<file path="src/rtl/hash_table.sv">
// Shared types and sizes for the hash-table pipeline stages.
package hash_table;

    localparam int BUCKET_WIDTH     = 8;
    localparam int HEAD_PTR_WIDTH   = 10;
    localparam int KEY_WIDTH        = 32;
    localparam int VALUE_WIDTH      = 16;
    localparam int HEAD_TABLE_DEPTH = 2**BUCKET_WIDTH;

    typedef enum logic [1:0] {
        CMD_SEARCH = 2'd0,
        CMD_INSERT = 2'd1,
        CMD_DELETE = 2'd2,
        CMD_NOP    = 2'd3
    } ht_cmd_t;

    // One head-pointer RAM word: chain head pointer plus its valid flag.
    typedef struct packed {
        logic [HEAD_PTR_WIDTH-1:0] ptr;
        logic                      ptr_val;
    } head_ram_data_t;

    // Pipeline payload (69 bits).
    typedef struct packed {
        ht_cmd_t                   cmd;
        logic [KEY_WIDTH-1:0]      key;
        logic [VALUE_WIDTH-1:0]    value;
        logic [BUCKET_WIDTH-1:0]   bucket;
        logic [HEAD_PTR_WIDTH-1:0] head_ptr;
        logic                      head_ptr_val;
    } ht_pdata_t;

    typedef enum logic {
        HT_INIT = 1'b0,
        HT_RUN  = 1'b1
    } head_table_state_t;

endpackage

</file>
<file path="src/rtl/head_table_ram.sv">
// Simple dual-port head-pointer RAM: registered read with clock enable,
// old data returned on read-during-write, contents not reset.
module head_table_ram
    import hash_table::*;
(
    input  logic                    clk_i,
    input  logic                    wr_en_i,
    input  logic [BUCKET_WIDTH-1:0] wr_addr_i,
    input  head_ram_data_t          wr_data_i,
    input  logic                    rd_en_i,
    input  logic [BUCKET_WIDTH-1:0] rd_addr_i,
    output head_ram_data_t          rd_data_o
);

    head_ram_data_t mem [HEAD_TABLE_DEPTH];
    head_ram_data_t rd_data_q;

    // Write port and enabled registered read; the read sees the pre-write word.
    always_ff @(posedge clk_i) begin
        if (wr_en_i) begin
            mem[wr_addr_i] <= wr_data_i;
        end
        if (rd_en_i) begin
            rd_data_q <= mem[rd_addr_i];
        end
    end

    assign rd_data_o = rd_data_q;

endmodule

</file>
<file path="src/rtl/head_table.sv">
// Head-table pipeline stage: looks up the chain head for each bucket,
// clears the head RAM after reset and forwards writes from the data-table
// stage to the RAM, bypassing them into items already in flight.
//
// Handshake: a transfer happens on a rising edge where valid and ready are
// both high; a producer holds valid and payload stable until that edge, and
// ready never depends on the same port's valid.
module head_table
    import hash_table::*;
(
    input  logic                    clk_i,
    input  logic                    rst_i,
    input  ht_pdata_t               pdata_in_i,
    input  logic                    pdata_in_valid_i,
    output logic                    pdata_in_ready_o,
    output ht_pdata_t               pdata_out_o,
    output logic                    pdata_out_valid_o,
    input  logic                    pdata_out_ready_i,
    input  logic [BUCKET_WIDTH-1:0] head_wr_addr_i,
    input  head_ram_data_t          head_wr_data_i,
    input  logic                    head_wr_en_i,
    output logic                    init_done_o
);

    head_table_state_t       state_q, state_d;
    logic [BUCKET_WIDTH-1:0] clear_cnt_q, clear_cnt_d;

    logic                    s1_valid_q, s1_valid_d;
    ht_pdata_t               s1_data_q, s1_data_d;
    logic                    byp_val_q, byp_val_d;
    head_ram_data_t          byp_data_q, byp_data_d;

    logic                    s2_valid_q, s2_valid_d;
    ht_pdata_t               s2_data_q, s2_data_d;

    logic                    run;
    logic                    en;
    logic                    in_xfer;
    logic                    wr_run;
    head_ram_data_t          s1_head;

    logic                    ram_wr_en;
    logic [BUCKET_WIDTH-1:0] ram_wr_addr;
    head_ram_data_t          ram_wr_data;
    head_ram_data_t          ram_q;

    assign run              = (state_q == HT_RUN);
    assign en               = !s2_valid_q || pdata_out_ready_i;
    assign pdata_in_ready_o = en && run;
    assign in_xfer          = pdata_in_valid_i && pdata_in_ready_o;
    // Upstream writes only count once the clear sweep has finished.
    assign wr_run           = head_wr_en_i && run;

    // Clear sweep: one address per cycle, stop on the last bucket without wrapping.
    always_comb begin
        state_d     = state_q;
        clear_cnt_d = clear_cnt_q;
        if (state_q == HT_INIT) begin
            if (clear_cnt_q == BUCKET_WIDTH'(HEAD_TABLE_DEPTH - 1)) begin
                state_d = HT_RUN;
            end else begin
                clear_cnt_d = clear_cnt_q + 1'b1;
            end
        end
    end

    // RAM write port is owned by the sweep during INIT, by upstream during RUN.
    always_comb begin
        if (run) begin
            ram_wr_en   = head_wr_en_i;
            ram_wr_addr = head_wr_addr_i;
            ram_wr_data = head_wr_data_i;
        end else begin
            ram_wr_en   = 1'b1;
            ram_wr_addr = clear_cnt_q;
            ram_wr_data = '0;
        end
    end

    head_table_ram u_ram (
        .clk_i     (clk_i),
        .wr_en_i   (ram_wr_en),
        .wr_addr_i (ram_wr_addr),
        .wr_data_i (ram_wr_data),
        .rd_en_i   (en),
        .rd_addr_i (pdata_in_i.bucket),
        .rd_data_o (ram_q)
    );

    // Pipeline advance and bypass: newest matching write beats the stale RAM word.
    always_comb begin
        s1_valid_d = s1_valid_q;
        s1_data_d  = s1_data_q;
        byp_val_d  = byp_val_q;
        byp_data_d = byp_data_q;
        s2_valid_d = s2_valid_q;
        s2_data_d  = s2_data_q;

        if (wr_run && (head_wr_addr_i == s1_data_q.bucket)) begin
            s1_head = head_wr_data_i;
        end else if (byp_val_q) begin
            s1_head = byp_data_q;
        end else begin
            s1_head = ram_q;
        end

        if (en) begin
            s2_valid_d = s1_valid_q;
            if (s1_valid_q) begin
                s2_data_d              = s1_data_q;
                s2_data_d.head_ptr     = s1_head.ptr;
                s2_data_d.head_ptr_val = s1_head.ptr_val;
            end
            s1_valid_d = in_xfer;
            if (in_xfer) begin
                s1_data_d  = pdata_in_i;
                byp_val_d  = wr_run && (head_wr_addr_i == pdata_in_i.bucket);
                byp_data_d = head_wr_data_i;
            end
        end else begin
            if (wr_run && (head_wr_addr_i == s1_data_q.bucket)) begin
                byp_val_d  = 1'b1;
                byp_data_d = head_wr_data_i;
            end
            if (s2_valid_q && wr_run && (head_wr_addr_i == s2_data_q.bucket)) begin
                s2_data_d.head_ptr     = head_wr_data_i.ptr;
                s2_data_d.head_ptr_val = head_wr_data_i.ptr_val;
            end
        end
    end

    // State, sweep counter and pipeline registers; reset drops in-flight items.
    always_ff @(posedge clk_i or posedge rst_i) begin
        if (rst_i) begin
            state_q     <= HT_INIT;
            clear_cnt_q <= '0;
            s1_valid_q  <= 1'b0;
            s1_data_q   <= '0;
            byp_val_q   <= 1'b0;
            byp_data_q  <= '0;
            s2_valid_q  <= 1'b0;
            s2_data_q   <= '0;
        end else begin
            state_q     <= state_d;
            clear_cnt_q <= clear_cnt_d;
            s1_valid_q  <= s1_valid_d;
            s1_data_q   <= s1_data_d;
            byp_val_q   <= byp_val_d;
            byp_data_q  <= byp_data_d;
            s2_valid_q  <= s2_valid_d;
            s2_data_q   <= s2_data_d;
        end
    end

    assign pdata_out_o       = s2_data_q;
    assign pdata_out_valid_o = s2_valid_q;
    assign init_done_o       = run;

endmodule

</file>
<file path="config.mk">
export PLATFORM = sky130hd
export DESIGN_NAME = head_table
export DESIGN_NICKNAME = d
export VERILOG_FILES = /design/src/rtl/hash_table.sv /design/src/rtl/head_table_ram.sv /design/src/rtl/head_table.sv
export SDC_FILE = /design/constraint.sdc
export NUM_CORES = 2
export LEC_CHECK = 0
export ABC_CLOCK_PERIOD_IN_PS = 10000
export CAP_MARGIN = 30
export CORE_MARGIN = 4
export CORE_UTILIZATION = 45
export DETAILED_ROUTE_END_ITERATION = 6
export GPL_ROUTABILITY_DRIVEN = 1
export REMOVE_ABC_BUFFERS = 1
export SETUP_SLACK_MARGIN = 0.2
export SKIP_CTS_REPAIR_TIMING = 1
export SYNTH_ARGS = -nofsm -noshare
export SYNTH_HDL_FRONTEND = slang
export SYNTH_SLANG_ARGS = --single-unit
</file>
<file path="constraint.sdc">
create_clock -name clk_i -period 10 [get_ports clk_i]
set_clock_uncertainty 0.2 [all_clocks]
set_input_delay 3 -clock clk_i [delete_from_list [all_inputs] [get_ports clk_i]]
set_output_delay 3 -clock clk_i [all_outputs]
set_load 0.005 [all_outputs]
</file>
## Word-level counts from Yosys, hierarchy flattened

Memory sizes are Yosys's and may differ from the RTL's. A register that Yosys moved wholly into a read port is not among the register bits.
Index checks and enable logic that the tools add are counted.

| word-level totals | value |
|---|---|
| register bits after elaboration | 150 |
| memory bits (writable) | 2816 |
| input bits | 93 |
| output and inout bits | 72 |
| word-level logic and storage cells | 61 |
| memories | 1 |

Memories:

| name | words | width | read ports | clocked after Yosys merged registers in | write ports | RTL line | source |
|---|---|---|---|---|---|---|---|
| u_ram.mem | 256 | 11 | 1 | 1 | 1 | head_table_ram.sv:15 | `head_ram_data_t mem [HEAD_TABLE_DEPTH];` |

| operators by class | value |
|---|---|
| add/subtract/negate cells | 1 |
| equality and inequality tests | 6 |
| muxes and demuxes | 18 |
| bitwise gates (word level) | 2 |
| reductions and logical operators | 16 |

Operators by type and width:

| cell | number |
|---|---|
| 2-to-1 mux 11 bit | 9 |
| == test 8 bit | 3 |
| AND reduction 2 bit | 5 |
| adder 8 x 1 -> 8 bit (second input constant) | 1 |
| == test 8 bit (second input constant) | 1 |
| 2-to-1 mux 1 bit | 8 |
| 2-to-1 mux 8 bit | 1 |
| logical AND 1 bit | 7 |
| nonzero test 2 bit | 2 |
| inequality test 2 x 1 -> 1 bit (second input constant) | 1 |
| inequality test 2 bit (second input constant) | 1 |
| inverter 1 bit | 2 |
| zero test 1 bit | 1 |
| logical OR 1 bit | 1 |

## Depth between registers and ports, before layout

| logic depth | value |
|---|---|
| depth in word-level cells | 6 |
| depth in mapped cells | 11 |
| gate-level depth less buffers | 7 |

## Modules after synthesis

Synthesis repeated with hierarchy kept, for this count alone.

| unflattened totals | value |
|---|---|
| cells, all modules | 5430 |
| area, all modules | 115193.0 sq um |

Modules (own cells, without submodules):

| module | instances | cells an instance | area each (sq um) | seq. area each (sq um) |
|---|---|---|---|---|
| head_table_ram | 1 | 4999 | 108823.1 | 84891.4 |
| head_table | 1 | 431 | 6369.9 | 3753.6 |

## Worst setup path before layout

OpenSTA, ideal clock, no wires.

| timing | value |
|---|---|
| kind | input port to flip-flop |
| start | input head_wr_data_i[2] (netlist bit) |
| end | memory u_ram.mem[0][2] (netlist bit) (data pin) |
| library setup time | 0.870 ns |
| arrival | 6.244 ns |
| data required time | 8.930 ns |
| path slack | 2.686 ns |
| cell stages on the path | 1 |
| path buffers | 0 |
| path through | and2_1 |

| on the way | value |
|---|---|
| word-level cells in the longest chain between the ends | 1 |

Ends and longest elaborated chain:

| item | RTL line | source |
|---|---|---|
| start, declared | head_table.sv:20 | `input head_ram_data_t head_wr_data_i,` |
| 2-to-1 mux 11 bit | head_table.sv:69 | `if (run) begin` |
| end, declared | head_table_ram.sv:15 |  |

No other way between the ends.

## Final worst setup path

| timing | value |
|---|---|
| start | input pdata_out_ready_i |
| end | output pdata_in_ready_o |

| on the way | value |
|---|---|
| word-level cells in the longest chain between the ends | 2 |

Ends and longest elaborated chain:

| item | RTL line | source |
|---|---|---|
| start, declared | head_table.sv:18 | `input logic pdata_out_ready_i,` |
| logical OR 1 bit | head_table.sv:48 | `assign en = !s2_valid_q \|\| pdata_out_ready_i;` |
| logical AND 1 bit | head_table.sv:49 | `assign pdata_in_ready_o = en && run;` |
| end, declared | head_table.sv:15 | `output logic pdata_in_ready_o,` |

No other way between the ends.

==> metrics.yaml <==
worstMarginPinSlew_ns: 1.066
status: "complete, no violations"
dieArea_sq_um: 264200
dieWidth_um: 514.0
async_flop_share_pct: 5.039
htree_num_levels: 5
cp_data_required_time_ns: 6.80
grt_pass1_wl_um: 420900
critPathSlowestCell: "nand2b_1"
p_leak_nw: 36.25
powerDensity_nw_per_um2: 190.7
first_iter_violations: 6803
multi_input_area_sq_um: 24640
min_path_cells: 1
stdcell_count: 9616
synth.ff_latch_count: 2977
wl_per_cell_um: 30.55
clock-sinks: 2977
slowest_delay_ns: 0.65
finalSetupViolCount: 0
ys.flop_type: "edfxtp_1"
drt_first_pass_iters: 6
dp_slack_ns: 1.859
hold_end: "pdata_out_o[27]$_DFFE_PP0P_"
synthCells: 5454
core_sq_um: 254400
cts_made_buffers: 318
grt_pass1_vias: 58080
netlist_area_sq_um: 115200
arrival_ns: 4.91
grt_overflow: 0
reg2reg_setup_slack_ns: 5.54
insertion_delay_ns: 0.94
ys_warn_count: 0
final-max-slew-violation-count: 0
vias_per_cell: 6.006
grt_antenna_before_repair: 15
syn2layout_area_growth_pct: 15.26
min-delay-start: "s1_data_q[27]$_DFFE_PP0P_"
clk_path_buf_depth: 4
fmax_mhz: 123.2
start_util_pct: 45.29
hold_viol_final: 0
irDropWorstVdd_v: 0.0001651
gp_congestion: 0.8207
r2r-start: "init_done_o$_DFF_PP0_"
synth.distinct_cells: 56
fin_ws_ns: 1.886
grt_max_degree: 177
synth_enable_flop_cells: 2827
grt_usage_pct: 22.00
io_buffers: 153
start_kind: "input pin"
yosysSeqAreaShare_pct: 76.93
final_nets: 6112
vias: 57750
hold_path.class: "reg -> reg"
drtAntennaViolNets: 0
critPathMaxFanout: 19
r2r_end: "u_ram.mem[191][6]$_DFFE_PP_"
final_layout_size_suffix_gt1_share_pct: 26.56
crit_path_frequent_cell: "clkdlybuf4s50_1"
dp.cells: 9052
fillers: 19560
rsz0062_at_grt: "false"
clkTransAtPathRegs_ns: 0.06
drc: 0
seqCellArea_sq_um: 88650
r2r_cells: 6
cts-root-buf: "clkbuf_16"
end_kind: "output pin"
max_slew_margin_pct: 28.70
avgSynthCellArea_sq_um: 21.13
io_pins: 165
worstPathCellList: "clkdlybuf4s50_1 > nand2b_1 > and2_1 > clkdlybuf4s50_1"
placementRows: 185
die-height_um: 514.0
period_needed_ns: 8.114
fin_setup_tns_ns: 0
worst-setup-path-type: "in -> out"
drv_cap: 0
finish.utilization_pct: 52.20
power_mw: 25.33
wirelength_um: 293800
cts_tree: "done"
fin_crit_sh_pct: 81.14
dpl.hpwl_um: 184400
-- cell type report --
type,instances,area share [%]
antenna,7,0.01319
clock buffer,373,6.212
clock inverter,172,1.106
inverter,17,0.05276
multi-input combinational,2136,18.56
sequential,2977,66.75
tap,3366,3.171
timing repair buffer,568,4.137
-- flip-flops by register name, summed over array words and instances (netlist names) --
register	count
pdata_out_o	69
init_done_o	1
byp_data_q	11
pdata_out_valid_o	1
clear_cnt_q	8
s1_valid_q	1
u_ram.mem	2816
s1_data_q	58
u_ram.rd_data_o	11
byp_val_q	1
-- stage by stage --
stage,area (sq um),hold slack [ns]
4_1_cts,132600,0.2814
2_1_floorplan,113300,0.2596
6_report,132800,0.2826
3_3_place_gp,120600,0.2792
5_1_grt,132800,0.3002
3_5_place_dp,122900,0.2896
-- synthesized netlist by cell type, types with 12 or more instances --
cell type / count / area [sq um]
a21oi_1: 106 / 530.5
o211ai_1: 28 / 210.2
clkbuf_1: 138 / 518.0
o22a_1: 14 / 122.6
and2_1: 19 / 118.9
nand2_1: 105 / 394.1
nand3_1: 35 / 175.2
a211oi_1: 31 / 232.7
mux2_2: 151 / 1700
nor3_1: 31 / 155.2
dfrtp_1: 150 / 3754
o22ai_1: 46 / 287.8
a22o_1: 26 / 227.7
nor4_1: 24 / 150.1
xnor2_1: 16 / 140.1
buf_2: 79 / 395.4
o32ai_1: 12 / 105.1
buf_8: 14 / 210.2
buf_6: 28 / 315.3
a22oi_1: 135 / 1013
mux4_2: 628 / 14140
buf_1: 15 / 56.30
o21ai_0: 46 / 230.2
nor2_1: 302 / 1134
edfxtp_1: 2827 / 84890
buf_4: 42 / 315.3
mux2i_1: 212 / 2122
a221oi_1: 20 / 175.2
xor2_1: 14 / 122.6
inv_1: 16 / 60.06
o221ai_1: 51 / 446.7
-- worst max-delay path: cells and delay by family --
| kind | cells | cell delay (ns) |
|---|---|---|
| buffers and inverters | 2 | 0.96 |
| and+or+nand+nor | 2 | 0.95 |
-- routing by layer --
metal	track usage, %	up-vias	wire length (um)
met3	3.902	538	22080
met1	31.27	30880	121000
met2	34.36	2468	138900
met4	8.225	4	11730
met5	0	-	26
li1	-	23860	-
-- worst max-delay path by stage --
| stage | to | slack [ns] | startpoint | cells after the start |
|---|---|---|---|---|
| final | pdata_in_ready_o | 1.89 | pdata_out_ready_i | 4 |
| after global routing | pdata_in_ready_o | 1.74 | pdata_out_ready_i | 4 |
| after CTS | pdata_in_ready_o | 1.85 | pdata_out_ready_i | 4 |
| after detailed placement | pdata_in_ready_o | 1.86 | pdata_out_ready_i | 4 |
| after global placement | pdata_in_ready_o | 1.89 | pdata_out_ready_i | 4 |
| after floorplan | u_ram.mem[0][1]$_DFFE_PP_ | 2.69 | head_wr_data_i[1] | 1 |
-- where the power goes --
group          switching [mW]  internal [mW]
Clock                    4.65           6.51
Sequential            0.00315           13.4
Combinational           0.464          0.253
Total                    5.12           20.2
-- cell usage in the layout, fill, tap and decap left out, types with 57 or more instances in the layout --
| cell | netlist | final |
|---|---|---|
| clkdlybuf4s50_1 | 0 | 148 |
| nor2_1 | 302 | 300 |
| mux2i_1 | 212 | 212 |
| dfrtp_1 | 150 | 150 |
| buf_6 | 28 | 125 |
| clkinv_2 | 0 | 57 |
| clkinv_1 | 0 | 71 |
| a21oi_1 | 106 | 106 |
| mux4_2 | 628 | 628 |
| nand2_1 | 105 | 102 |
| edfxtp_1 | 2827 | 2827 |
| clkbuf_16 | 0 | 322 |
| mux2_2 | 151 | 151 |
| buf_4 | 42 | 255 |
| a22oi_1 | 135 | 135 |
-- cell families (layout without fill, tap and decap cells) --
group           Yosys count  after routing  share of synthesized area, %
compound gates          544            544                         3.309
xor+xnor                 30             30                        0.2280
fa+ha+maj                 1              1                       0.01086
buf+inv                 341           1130                         1.766
flops                  2977           2977                         76.93
mux                     991            991                         15.59
other cells               0              7                             0
simple gates            570            570                         2.161
Note: power is estimated with default switching activity, not from simulation.
